===== src/rtl/my_top_level_pkg.sv =====
// Shared definitions for the my_top_level adder slice: default width,
// operand/result type and the all-ones saturation limit.
package my_top_level_pkg;

  // Default operand and result width in bits.
  localparam int unsigned DEFAULT_WIDTH = 8;

  // Widest operand the block supports.
  localparam int unsigned MAX_WIDTH = 32;

  // Operand/result type at the default width.
  typedef logic [DEFAULT_WIDTH-1:0] operand_t;

  // All-ones value (2^width - 1) for widths 1..32, returned in 32 bits.
  function automatic logic [MAX_WIDTH-1:0] sat_limit(input int unsigned width);
    logic [MAX_WIDTH-1:0] lim;
    lim = '0;
    for (int unsigned i = 0; i < MAX_WIDTH; i++) begin
      if (i < width) lim[i] = 1'b1;
    end
    return lim;
  endfunction

endpackage


===== src/rtl/my_top_level_add.sv =====
// Combinational WIDTH-bit adder with carry-out. The sum is formed at
// WIDTH+1 bits; by default the result wraps modulo 2^WIDTH, and with
// MY_TOP_LEVEL_SAT_EN defined it clamps to all-ones on overflow.
module my_top_level_add
  import my_top_level_pkg::*;
#(
  parameter int unsigned WIDTH = DEFAULT_WIDTH
) (
  input  logic [WIDTH-1:0] a,
  input  logic [WIDTH-1:0] b,
  output logic [WIDTH-1:0] sum,
  output logic             carry
);

  logic [WIDTH:0] full_sum;

`ifdef MY_TOP_LEVEL_SAT_EN
  logic [MAX_WIDTH-1:0] limit;
`endif

  // Full-precision add, then select wrapped or saturated result.
  always_comb begin
    full_sum = {1'b0, a} + {1'b0, b};
    carry    = full_sum[WIDTH];
`ifdef MY_TOP_LEVEL_SAT_EN
    limit = sat_limit(WIDTH);
    if (full_sum[WIDTH]) begin
      sum = limit[WIDTH-1:0];
    end else begin
      sum = full_sum[WIDTH-1:0];
    end
`else
    sum = full_sum[WIDTH-1:0];
`endif
  end

endmodule


===== src/rtl/my_top_level.sv =====
// Registered WIDTH-bit unsigned adder, one cycle latency, synchronous
// active-high reset. Define MY_TOP_LEVEL_SAT_EN for saturating addition;
// the default build wraps modulo 2^WIDTH.
module my_top_level
  import my_top_level_pkg::*;
#(
  parameter int unsigned WIDTH = DEFAULT_WIDTH
) (
  input  logic             clk,
  input  logic             reset,
  input  logic [WIDTH-1:0] io_A,
  input  logic [WIDTH-1:0] io_B,
  output logic [WIDTH-1:0] io_X
);

  logic [WIDTH-1:0] add_sum;
  // Carry is provided by the adder but the output register has no use for it.
  logic             carry_unused;

  my_top_level_add #(
    .WIDTH(WIDTH)
  ) u_add (
    .a    (io_A),
    .b    (io_B),
    .sum  (add_sum),
    .carry(carry_unused)
  );

  // Output register: cleared on reset, otherwise loads this edge's sum.
  always_ff @(posedge clk) begin
    if (reset) begin
      io_X <= '0;
    end else begin
      io_X <= add_sum;
    end
  end

endmodule


===== config.mk =====
export PLATFORM = sky130hd
export DESIGN_NAME = my_top_level
export DESIGN_NICKNAME = d
export VERILOG_FILES = /design/src/rtl/my_top_level_pkg.sv /design/src/rtl/my_top_level_add.sv /design/src/rtl/my_top_level.sv
export SDC_FILE = /design/constraint.sdc
export NUM_CORES = 1
export LEC_CHECK = 0
export CAP_MARGIN = 20
export CORE_AREA = 2 2 43 45
export CTS_BUF_LIST = sky130_fd_sc_hd__clkbuf_2
export DETAILED_ROUTE_END_ITERATION = 8
export DIE_AREA = 0 0 45 47
export PLACE_DENSITY = 0.67
export SKIP_CTS_REPAIR_TIMING = 1
export SYNTH_ARGS = -nofsm -noshare
export SYNTH_HDL_FRONTEND = slang
export SYNTH_SLANG_ARGS = --single-unit

===== constraint.sdc =====
create_clock -name clk -period 3 [get_ports clk]
set_clock_uncertainty 0.05 [all_clocks]
set_input_delay 0.6 -clock clk [delete_from_list [all_inputs] [get_ports clk]]
set_output_delay 0.6 -clock clk [all_outputs]
set_load 0.03 [all_outputs]

After elaboration in Yosys (flattened, before gate mapping)
Cells that the tools add are included.
- register bits after elaboration: 8
- bits of input ports: 18
- output and inout port bits: 8
- word-level logic and storage cells: 2
- add/sub/neg operators: 1
- operator list (kind ; count):
    8-bit adder ; 1

Depth between registers and ports, before layout
- depth in word-level cells: 1
- gate-level depth with buffers: 7
- mapped depth without buffers: 7

Cells and area by module
A second synthesis with hierarchy kept.
- cells, all modules: 58
- area, all modules: 534.3 sq um
- by module, submodules not included (module ; times used ; cells each ; area each (sq um)):
    my_top_level_add ; 1 ; 42 ; 324.1
    my_top_level ; 1 ; 16 ; 210.2

Least setup slack after synthesis
Ideal clock, no wire load.
- path type: input port to flip-flop
- from: in io_A[1]
- to: reg io_X[5]
- setup time: 0.073 ns
- arrival time: 1.774 ns
- required time: 2.877 ns
- slack: 1.103 ns
- cell stages on the path: 5
- path buffers: 0
- cell sequence: ha_1 -> a211oi_2 -> nor2_1 -> or4_1 -> o211ai_2
- longest elaborated chain between the ends: 1
- ends and longest elaborated chain (what ; line ; text):
    from (decl) ; my_top_level.sv:11 ; input logic [WIDTH-1:0] io_A,
    8-bit adder ; my_top_level_add.sv:23 ; full_sum = {1'b0, a} + {1'b0, b};
    to (signal assigned) ; my_top_level.sv:34 ; io_X <= add_sum;
    to (decl) ; my_top_level.sv:13 ; output logic [WIDTH-1:0] io_X
No other way between the ends.
A chain may end at the register's enable or synchronous reset.

Worst setup path in the final report
- from: in io_A[0]
- to: reg io_X[6]
The elaborated chain is that of the path after synthesis.

==> results by group <==
Worst setup path
  • CP Cell Sequence: clkdlybuf4s50_1 > ha_1 > inv_1 > fa_1 > nor2b_1 > o31a_1 > o21ai_1 > nor3b_1
  • Worst setup path end: io_X[6]
  • Crit path from: io_A[0]
  • Setup crit start kind: input port
  • Top Family by Delay on Critical Path: adder cells
  • Critical path capture point type: register
  • Worst path depth: 8
  • Worst-path maximum fanout: 3
  • CP Data Required Time: 3070 ps
  • Worst path slowest cell: clkdlybuf4s50_1
  • Critical Path AT: 2310 ps
  • Sum of buffers and inverters on the critical path: 2
  • Slowest stage delay, CP: 460 ps
  • Setup CP Type: in2reg

STA
  • Setup TNS: 0 ps
  • Part of the cycle the worst path needs: 74.7%
  • Slew @ Worst Pin: 380 ps
  • Final Hold Viols: 0
  • Highest clock rate: 446 MHz
  • Count of final setup violators: 0
  • Worst slew margin: 74.6%
  • Minimum clock period: 2240 ps
  • Max Slew Vio Count: 0
  • RSZ-0062 raised after global routing: false

Clock network
  • Clk buf depth: 2
  • CTS tree: done
  • CTS H-tree lvls: 1
  • Clock root cell: clkbuf_2
  • CTS sink cnt: 8
  • CTS Buf Count: 3
  • Clock transition at path regs: 80 ps

Routing
  • Number of routed nets with antenna violations: 0
  • Mean routed wirelength per cell: 11.1 µm
  • # DRC: 0
  • Router iterations before antenna repair: 4
  • Final WL: 1130 µm
  • Vias/cell: 4.93
  • DRT iter0 DRCs: 15
  • Via count: 503

Floorplan
  • Num rows: 15
  • Initial Util: 32.3%
  • Ports: 26
  • Core region area: 1650 µm²
  • Die Ht: 47 µm
  • Die Footprint: 2120 µm²
  • Die X: 45 µm

Placed design
  • Hpwl dp: 908 µm
  • DP Area: 800 µm²
  • RD Place Congestion: 0.742
  • Port bufs: 25
  • Dpl cells: 99

Finish
  • Nets: 113
  • Non-filler cells, final: 102
  • Final instance area: 815 µm²
  • Commonest non-fill, non-tap cells in the layout: clkdlybuf4s50_1 (25), dfxtp_1 (8), ha_1 (7)
  • Util after Layout: 49.3%
  • Max reg flops: 8
  • Most common cell after layout, fill and taps aside: clkdlybuf4s50_1
  • Layout area overhead: 52.8%
  • Fraction of layout cells with a size suffix above 1: 8.24%
  • Reg area: 160 µm²
  • Multi-input gate area: 357 µm²
  • # fillers: 153
  • Antenna diode count: 0
  • Most flop-heavy register: io_X
  • Biggest regs: io_X x8

Synthesis
  • Register area share after synthesis: 30.0%
  • Seq cells post-synth: 8
  • Syn Inst Count: 58
  • Post-synth top flop: dfxtp_1
  • Synth top area share: 30.0%
  • Leading area contributor after synthesis: dfxtp_1
  • Dominant cells by area after synthesis: dfxtp_1 (30%), ha_1 (16%), nor3_1 (5.6%)
  • Syn_nets: 84
  • Asr flop ratio synth: 0%
  • Syn avg cell area: 9.19 µm²
  • Synthesized area: 533 µm²
  • EDFF count, synth: 0
  • Ys Warns: 0
  • Synth unique cells: 26

Job
  • Max-Cap Viols: 0

GRT
  • Number of global-route vias before repair: 466
  • Global-route wire length before repair: 1830 µm
  • Initial antenna violation count: 0
  • GRT Total Usage: 12.3%
  • GR Overflow Total: 0
  • Largest net degree at the start of global routing: 12

Run status
  • Status: completed

Power and ir drop
  • Clock power share: 20.1%
  • Pleak: 0.342 nW
  • Pint: 0.214 mW
  • Comb power frac: 42.3%
  • Sequential group share of total power: 37.6%
  • Pwr Density: 395 nW/µm²
  • Net Sw Frac: 33.4%
  • Max VDD drop: 0.000128 V
  • Sw power: 0.107 mW

Hold path
  • Min-Delay Path Class: in2reg
==> per-stage QoR <==
stage	total power, mW	hold WS, ps	setup WS, ps
2_1_floorplan	0.204	760	1100
3_3_place_gp	0.259	1270	579
3_5_place_dp	0.259	1270	512
4_1_cts	0.324	1020	751
5_1_grt	0.342	1060	613
6_report	0.322	1020	758
==> cells in the mapped netlist, types with 2 or more instances <==
master   number
nor2_1        3
nor2b_1       3
inv_1         3
a21o_1        2
dfxtp_1       8
o21ai_1       2
or3b_2        2
o31a_1        2
a21oi_1       3
ha_1          7
nor3_1        6
o21ai_0       2
o21a_1        2
==> how the worst min path moves through the flow <==
stage                       start       to  slack, ps  cells past startpoint
after floorplan           io_A[7]  io_X[7]        760                      3
final                     io_B[0]  io_X[0]       1020                      3
after global placement    io_A[7]  io_X[7]       1270                      4
after global routing      io_B[0]  io_X[0]       1060                      3
after CTS                 io_B[0]  io_X[0]       1020                      3
after detailed placement  io_B[0]  io_X[0]       1270                      3
==> cells by family (layout without fill, tap and decap cells) <==
logic type | Yosys count | after routing | share of synthesized area, %
XOR/XNOR | 1 | 1 | 1.64
flip-flops | 8 | 8 | 30.0
buffers and inverters | 4 | 31 | 3.05
AND/OR/NAND/NOR | 20 | 20 | 21.6
AO/OA/AOI/OAI | 17 | 17 | 23.5
adder cells (fa/ha/maj) | 8 | 8 | 20.2
==> power groups by stage <==
stage	Combinational [mW]	Sequential [mW]	Clock, mW
floorplan	0.0553	0.148	0
global route	0.149	0.122	0.0702
finish	0.136	0.121	0.0647
detailed placement	0.135	0.124	0
CTS	0.137	0.121	0.0659
global placement	0.135	0.124	0
==> final cells by class <==
cell class | instances | area share (%)
Clock buffer | 3 | 1.84
Inverter | 3 | 1.38
Multi-Input combinational cell | 46 | 43.8
Sequential cell | 8 | 19.7
Tap cell | 17 | 2.61
Timing Repair Buffer | 25 | 30.7
==> layer usage <==
metal / global-route usage (%) / wire length [µm] / up-vias
met1: 14.8 / 524 / 222
li1: - / - / 268
met3: 1.15 / 25 / 2
met2: 20.6 / 562 / 11
met4: 8.82 / 19 / 0
met5: 0 / 0 / -
(Power assumes the default switching activity.)
